===== src/rtl/alu_writeback_if.sv =====
// rtl/alu_writeback_if.sv - operation handshake bus into the ALU writeback controller
interface alu_writeback_if #(
    parameter int REG_AW = 5,
    parameter int MEM_AW = 9,
    parameter int DW     = 16
);
    logic              in_valid;
    logic              in_ready;
    logic [5:0]        opcode;
    logic [REG_AW-1:0] rdst1;
    logic [REG_AW-1:0] rdst2;
    logic [MEM_AW-1:0] mem_addr;
    logic [2*DW-1:0]   result;

    modport master (
        output in_valid, opcode, rdst1, rdst2, mem_addr, result,
        input  in_ready
    );

    modport slave (
        input  in_valid, opcode, rdst1, rdst2, mem_addr, result,
        output in_ready
    );
endinterface


===== src/rtl/alu_writeback.sv =====
// rtl/alu_writeback.sv - commits ALU results to register file or data memory, MUL split over two writes
module alu_writeback #(
    parameter int REG_AW = 5,
    parameter int MEM_AW = 9,
    parameter int DW     = 16
) (
    input  logic              clk,
    input  logic              rst_n,
    alu_writeback_if.slave    op,
    input  logic              wr_hold,
    output logic              rf_we,
    output logic [REG_AW-1:0] rf_waddr,
    output logic [DW-1:0]     rf_wdata,
    output logic              dm_we,
    output logic [MEM_AW-1:0] dm_waddr,
    output logic [DW-1:0]     dm_wdata,
    output logic              done,
    output logic              illegal
);
    typedef enum logic [1:0] {IDLE, WR1, WR2} state_t;

    localparam logic [5:0] OP_STORE = 6'b000011;
    localparam logic [5:0] OP_MUL   = 6'b000111;
    localparam logic [5:0] OP_LAST  = 6'b010000;

    state_t            state, state_nxt;
    logic              is_store_q, is_mul_q;
    logic [REG_AW-1:0] hi_addr_q;
    logic [DW-1:0]     hi_data_q;
    logic              accept, undefined;

    assign undefined = (op.opcode > OP_LAST);
    assign accept    = (state == IDLE) && op.in_valid;

    always_ff @(posedge clk or negedge rst_n) begin
        if (!rst_n) state <= IDLE;
        else        state <= state_nxt;
    end

    always_comb begin
        state_nxt = state;
        case (state)
            IDLE:    if (op.in_valid && !undefined) state_nxt = WR1;
            WR1:     if (!wr_hold) state_nxt = is_mul_q ? WR2 : IDLE;
            WR2:     if (!wr_hold) state_nxt = IDLE;
            default: state_nxt = IDLE;
        endcase
    end

    // Strobes are gated by wr_hold combinationally so a hold suppresses the write in the same cycle.
    always_comb begin
        op.in_ready = (state == IDLE);
        rf_we       = 1'b0;
        dm_we       = 1'b0;
        done        = 1'b0;
        if (!wr_hold) begin
            case (state)
                WR1: begin
                    rf_we = !is_store_q;
                    dm_we = is_store_q;
                    done  = !is_mul_q;
                end
                WR2: begin
                    rf_we = 1'b1;
                    done  = 1'b1;
                end
                default: ;
            endcase
        end
    end

    always_ff @(posedge clk or negedge rst_n) begin
        if (!rst_n) begin
            rf_waddr   <= '0;
            rf_wdata   <= '0;
            dm_waddr   <= '0;
            dm_wdata   <= '0;
            hi_addr_q  <= '0;
            hi_data_q  <= '0;
            is_store_q <= 1'b0;
            is_mul_q   <= 1'b0;
            illegal    <= 1'b0;
        end else begin
            illegal <= accept && undefined;
            if (accept && !undefined) begin
                is_store_q <= (op.opcode == OP_STORE);
                is_mul_q   <= (op.opcode == OP_MUL);
                hi_addr_q  <= op.rdst2;
                hi_data_q  <= op.result[2*DW-1:DW];
                if (op.opcode == OP_STORE) begin
                    dm_waddr <= op.mem_addr;
                    dm_wdata <= op.result[DW-1:0];
                end else begin
                    rf_waddr <= op.rdst1;
                    rf_wdata <= op.result[DW-1:0];
                end
            end else if (state == WR1 && !wr_hold && is_mul_q) begin
                // Swap in the high half so WR2 drives registered address/data.
                rf_waddr <= hi_addr_q;
                rf_wdata <= hi_data_q;
            end
        end
    end
endmodule


===== src/flat_wrapper.sv =====
// flat-port wrapper written by rule: the top's interface ports become plain ports
module alu_writeback_flat 
#(
    parameter int REG_AW = 5,
    parameter int MEM_AW = 9,
    parameter int DW     = 16
)
  (clk, rst_n, wr_hold, rf_we, rf_waddr, rf_wdata, dm_we, dm_waddr, dm_wdata, done, illegal, op_in_valid, op_opcode, op_rdst1, op_rdst2, op_mem_addr, op_result, op_in_ready);
  alu_writeback_if #(.REG_AW(REG_AW), .MEM_AW(MEM_AW), .DW(DW)) op_i ();
  input  logic clk;
  input  logic rst_n;
  input  logic wr_hold;
  output logic rf_we;
  output logic [REG_AW-1:0] rf_waddr;
  output logic [DW-1:0] rf_wdata;
  output logic dm_we;
  output logic [MEM_AW-1:0] dm_waddr;
  output logic [DW-1:0] dm_wdata;
  output logic done;
  output logic illegal;
  input wire logic [$bits(op_i.in_valid)-1:0] op_in_valid;
  input wire logic [$bits(op_i.opcode)-1:0] op_opcode;
  input wire logic [$bits(op_i.rdst1)-1:0] op_rdst1;
  input wire logic [$bits(op_i.rdst2)-1:0] op_rdst2;
  input wire logic [$bits(op_i.mem_addr)-1:0] op_mem_addr;
  input wire logic [$bits(op_i.result)-1:0] op_result;
  output wire logic [$bits(op_i.in_ready)-1:0] op_in_ready;
  assign op_i.in_valid = op_in_valid;
  assign op_i.opcode = op_opcode;
  assign op_i.rdst1 = op_rdst1;
  assign op_i.rdst2 = op_rdst2;
  assign op_i.mem_addr = op_mem_addr;
  assign op_i.result = op_result;
  assign op_in_ready = op_i.in_ready;
  alu_writeback #(.REG_AW(REG_AW), .MEM_AW(MEM_AW), .DW(DW)) u_core (.clk(clk), .rst_n(rst_n), .op(op_i), .wr_hold(wr_hold), .rf_we(rf_we), .rf_waddr(rf_waddr), .rf_wdata(rf_wdata), .dm_we(dm_we), .dm_waddr(dm_waddr), .dm_wdata(dm_wdata), .done(done), .illegal(illegal));
endmodule

===== config.mk =====
export PLATFORM = sky130hd
export DESIGN_NAME = alu_writeback_flat
export DESIGN_NICKNAME = d
export VERILOG_FILES = /design/src/rtl/alu_writeback_if.sv /design/src/rtl/alu_writeback.sv /design/src/flat_wrapper.sv
export SDC_FILE = /design/constraint.sdc
export NUM_CORES = 1
export LEC_CHECK = 0
export BUFFER_PORTS_ARGS = -buffer_cell sky130_fd_sc_hd__buf_2
export CORE_MARGIN = 3
export CORE_UTILIZATION = 53
export CTS_CLUSTER_SIZE = 24
export DETAILED_ROUTE_END_ITERATION = 10
export PLACE_DENSITY = 0.85
export SLEW_MARGIN = 20
export SYNTH_ARGS = -nofsm -noshare
export SYNTH_HDL_FRONTEND = slang
export SYNTH_SLANG_ARGS = --single-unit
export TNS_END_PERCENT = 10

===== constraint.sdc =====
create_clock -name clk -period 5.58 [get_ports clk]
set_input_delay 0.558 -clock clk [delete_from_list [all_inputs] [get_ports clk]]
set_output_delay 0.558 -clock clk [all_outputs]
set_load 0.005 [all_outputs]

**After elaboration in Yosys (flattened, before gate mapping)**

Cells that the tools add are included.

- Bits in latches: 0
- Register bits: 72
- Bits in read-only memories: 0
- Bits in writable memories: 0
- Memories kept: 0
- Bits of input ports: 61
- Output and inout port bits: 51
- Logic and storage cells: 51

- $add $sub $neg: 0
- Mux-type cells: 17
- Shift operators: 0
- Bitwise gates (word level): 0
- Reductions and logical operators: 15
- Multiply operators: 0
- Equality and inequality tests: 8
- Order comparisons: 1
- Divide/modulo/power cells: 0

Operators with widths:

| operator | number |
|---|---|
| $mux W16 | 3 |
| $mux W5 | 3 |
| $mux W2 | 4 |
| $eq A6 B2 Y1 const B | 1 |
| $eq A6 B3 Y1 const B | 1 |
| $gt A6 B5 Y1 const B | 1 |
| $logic_and A1 B1 Y1 | 6 |
| $ne A2 B2 Y1 const B | 3 |
| $pmux W2 S3 | 1 |
| $logic_not A1 Y1 | 4 |
| $mux W1 | 4 |
| $pmux W1 S2 | 2 |
| $reduce_and A2 Y1 | 2 |
| $reduce_and A3 Y1 | 1 |
| $eq A2 B1 Y1 const B | 1 |
| $eq A2 B2 Y1 const B | 1 |
| $logic_not A2 Y1 | 1 |
| $ne A2 B1 Y1 const B | 1 |
| $reduce_bool A2 Y1 | 1 |

**Depth between registers and ports, before layout**

- Depth after elaboration: 5
- Mapped depth: 8
- Mapped depth without buffers: 6

**Worst setup path after synthesis**

No wires, ideal clock.

- Path type: input to register
- Start point: input op_opcode[0]
- End point: register u_core.rf_waddr[0]
- Data arrival time: 2.174 ns
- Data required time: 5.457 ns
- Library setup time: 0.123 ns
- Path buffers: 2
- Stages on the path: 6
- Slack: 3.284 ns
- Cell sequence: o41a_1 or4b_1 buf_6 a21boi_4 buf_6 o221a_1

- Longest elaborated chain between the ends: 5
- Elaborated cells on any way between the ends: 8
- Those cells by class: 1 x order compare; 2 x eq/ne; 1 x mux; 4 x reduce/logical

Ends and longest elaborated chain:

| element | line | RTL |
|---|---|---|
| start, declared | flat_wrapper.sv:22 | `input wire logic [$bits(op_i.opcode)-1:0] op_opcode;` |
| $gt A6 B5 Y1 | alu_writeback.sv:32 | `assign undefined = (op.opcode > OP_LAST);` |
| $logic_not A1 Y1 | alu_writeback.sv:85 | `if (accept && !undefined) begin` |
| $logic_and A1 B1 Y1 | alu_writeback.sv:85 |  |
| $ne A2 B2 Y1 (no line) / $reduce_bool A2 Y1 (equally long branches) | - |  |
| $reduce_and A2 Y1 (no line) | - |  |
| end signal, assigned | alu_writeback.sv:94 | `rf_waddr <= op.rdst1;` |
| end signal, assigned | alu_writeback.sv:99 | `rf_waddr <= hi_addr_q;` |
| end, declared | alu_writeback.sv:12 | `output logic [REG_AW-1:0] rf_waddr,` |

Several ways; a longest one is shown, not always the timed one.
A chain may end at the register's enable or synchronous reset.

**Worst setup path in the final report**

- Start point: register u_core.state[0]
- End point: register u_core.rf_wdata[6]

- Longest elaborated chain between the ends: 5
- Elaborated cells on any way between the ends: 10
- Those cells by class: 2 x eq/ne; 1 x mux; 7 x reduce/logical

Ends and longest elaborated chain:

| element | line | RTL |
|---|---|---|
| start, declared | alu_writeback.sv:26 | `state_t state, state_nxt;` |
| start signal, assigned | alu_writeback.sv:37 | `else state <= state_nxt;` |
| $logic_not A2 Y1 / $eq A2 B1 Y1 (equally long branches) | alu_writeback.sv:33, alu_writeback.sv:97 |  |
| $logic_and A1 B1 Y1, on equally long branches | alu_writeback.sv:33, alu_writeback.sv:97 |  |
| $logic_and A1 B1 Y1, on equally long branches | alu_writeback.sv:85, alu_writeback.sv:97 |  |
| $ne A2 B2 Y1 (no line) / $reduce_bool A2 Y1 (equally long branches) | - |  |
| $reduce_and A2 Y1 (no line) | - |  |
| end signal, assigned | alu_writeback.sv:95 | `rf_wdata <= op.result[DW-1:0];` |
| end signal, assigned | alu_writeback.sv:100 | `rf_wdata <= hi_data_q;` |
| end, declared | alu_writeback.sv:13 | `output logic [DW-1:0] rf_wdata,` |

Several ways; a longest one is shown, not always the timed one.

==> results.ini <==
[clocking]
cts_made_buffers = 9
cts_tree = yes
clock_latency_ns = 0.34
post_cts_buffers = 0
clk_path_buf_depth = 2
cts.reportedPaths.clkPinSlew_ns = 0.07
holdBufCountCts = 0
cts_root_buf = clkbuf_8
clock_sinks = 72
htreeDepth = 3
cts_resized = 0

[synth]
yosysTopAreaCellShare = 0.596
syn_area_mm2 = 0.00303
synth_seq_area_share = 0.596
synth_edf_count = 0
syn_nets = 277
synth-seq-cells = 72
syn-instance-count = 213
synth_common_cells = dfrtp_1, mux2_2, or3_1
ys.flop_type = dfrtp_1
synth-async-reset-ratio = 1.00
netlist-cell-type-count = 29
synth_warnings = 0
avgSynthCellArea_um2 = 14.2
yosys-top-cells-area = dfrtp_1, mux2_2, o221a_1
synth_top_area_cell = dfrtp_1
yosysMostFrequentCell = dfrtp_1

[timing]
maxSlewViolCount = 0
timing.hold.ws_ns = 0.422
worst_pin_slew_ns = 1.01
timing.final.ws_setup_ns = 2.78
relSlewSlack = 0.321
finalCriticalPeriod_ns = 2.80
fin_skew_ns = 0.00759
fmax_mhz = 357
setup_tns_ns = 0
min_period_over_period = 0.502
setup_violations = 0
rsz0062_at_grt = no
hold_viol = 0

[grt]
top_usage_layer = met2
use_met2 = 0.361
grt.overflow.total = 0
antenna_found_initial = 0
grt_util_all_layers = 0.214
grt_pass1_wl_um = 10600
grt_pass1_vias = 2257
grt_max_degree = 73
grtUsageMet3 = 0.0526
grt_use_met1 = 0.259

[routing]
wl_per_cell_um = 16.9
drc_errors = 0
routed_via_density = 5.49
vias = 2180
routed_wl_um = 6730
first_pass_iters = 6
drt-initial-drc-count = 98
antenna_left = 0

[finish]
antenna_cells = 0
fin_nets = 386
drive_gt1_frac = 0.547
syn2layout_area_growth_pct = 24.9
fin_util = 0.713

[run_status]
status = finished, final reports clean

[floorplanning]
rows = 26
pin_count = 112
start_util = 0.571
dieArea_mm2 = 0.00665
dieHeight_um = 81.6
coreArea_mm2 = 0.00530
die_width_um = 81.6

[power_and_ir_drop]
p_leak_nw = 1.88
ir_worst_vdd_v = 0.000194
power_density_mw_per_mm2 = 408

[worst_setup_path]
timing.rr.start = u_core.state[0]$_DFFE_PN0P_
ff2ff_path_depth = 6
r2r_setup_slack_ns = 2.78
critical_path_arrival_ns = 3.03
critPathKind = register to register
start_kind = register
cp_data_required_time_ns = 5.81
path_max_fanout = 47
end_kind = register
r2r_end = u_core.rf_wdata[6]$_DFFE_PN0P_

[run]
max_cap_violations = 0

[placed_design]
dpl_worst_slack_ns = 2.47
portBuffers = 111
gp_congestion = 0.847
dpl.hpwl_um = 4760

[min_path]
hold_path_class = primary input to asynchronous set/reset pin

## power breakdown
group	leakage (nW)	switching, mW	total [mW]	internal [mW]
combinational	0.897	0.147	0.375	0.227
clock	0.0985	0.189	0.392	0.202
sequential	0.889	0.0907	0.774	0.683
total	1.88	0.428	1.54	1.11
## worst max path at each step
stage / slack (ns) / endpoint / from / cells after the start
floorplan: 3.28 / u_core.rf_waddr[0]$_DFFE_PN0P_ / op_opcode[0] / 6
global placement: 2.52 / u_core.rf_wdata[6]$_DFFE_PN0P_ / op_opcode[0] / 5
detailed placement: 2.47 / u_core.rf_wdata[14]$_DFFE_PN0P_ / op_opcode[0] / 5
CTS: 2.75 / u_core.rf_wdata[14]$_DFFE_PN0P_ / u_core.state[0]$_DFFE_PN0P_ / 6
global route: 2.55 / u_core.rf_wdata[14]$_DFFE_PN0P_ / u_core.state[0]$_DFFE_PN0P_ / 6
finish: 2.78 / u_core.rf_wdata[6]$_DFFE_PN0P_ / u_core.state[0]$_DFFE_PN0P_ / 6
## final cells by class
| type | count | area [µm²] |
|---|---|---|
| clock buffers | 9 | 124 |
| clock inverters | 7 | 62.6 |
| fillers | 395 | 1520 |
| inverters | 6 | 22.5 |
| multi-input cells | 121 | 1120 |
| flip-flops and latches | 72 | 1800 |
| well taps | 70 | 87.6 |
| repair buffers | 112 | 563 |
## metal layers
| layer | routed length, µm | part of all wire | up-vias |
|---|---|---|---|
| li1 | - | - | 1008 |
| met1 | 2750 | 0.41 | 1089 |
| met2 | 3430 | 0.51 | 73 |
| met3 | 458 | 0.068 | 10 |
| met4 | 78 | 0.012 | 0 |
| met5 | 0 | 0 | - |
## through the flow
step | instance area, µm² | power (mW) | std cells
after global routing | 3780 | 1.63 | 397
after floorplan | 3030 | 0.984 | 213
after detailed placement | 3590 | 1.17 | 381
after global placement | 3590 | 1.14 | 381
final | 3780 | 1.54 | 397
after CTS | 3780 | 1.56 | 397
## registers in the layout, summed over array words and instances, names as in the netlist
register           flops
u_core.dm_wdata       16
u_core.hi_data_q      16
u_core.rf_wdata       16
u_core.dm_waddr        9
u_core.hi_addr_q       5
u_core.rf_waddr        5
u_core.state           2
u_core.illegal         1
u_core.is_mul_q        1
u_core.is_store_q      1
## critical path, cell delays in order (launching register included)
cell and delay (ns):
dfrtp_1 0.39, inv_1 0.08, ha_1 0.26, nand3b_1 0.12, or2_2 0.70, nand2b_1 0.69, o221a_2 0.45
## cell usage in the layout (no fill, tap or decap), drive strengths merged
cell	count
or2	1
buf	112
dfrtp	72
o41ai	1
ha	3
a31oi	1
inv	6
o21ai	2
o221a	21
nand2b	3
clkinv	5
nor3b	1
a21oi	4
a21boi	1
mux2	46
a41o	1
nand4bb	1
nand3	1
or3	21
o41a	1
nor3	1
nor2	5
nand2	4
bufinv	1
or4b	1
clkbuf	9
clkinvlp	1
nand3b	1
## logic make-up (layout without fill, tap and decap cells)
family,Yosys count,after routing,share of synthesized area
multiplexers,46,46,0.171
AND/OR/NAND/NOR,40,40,0.0782
AO/OA/AOI/OAI,32,32,0.106
flip-flops,72,72,0.596
adder cells (fa/ha/maj),3,3,0.0124
buffers and inverters,20,134,0.0364
Power figures use the tool's default switching activity.
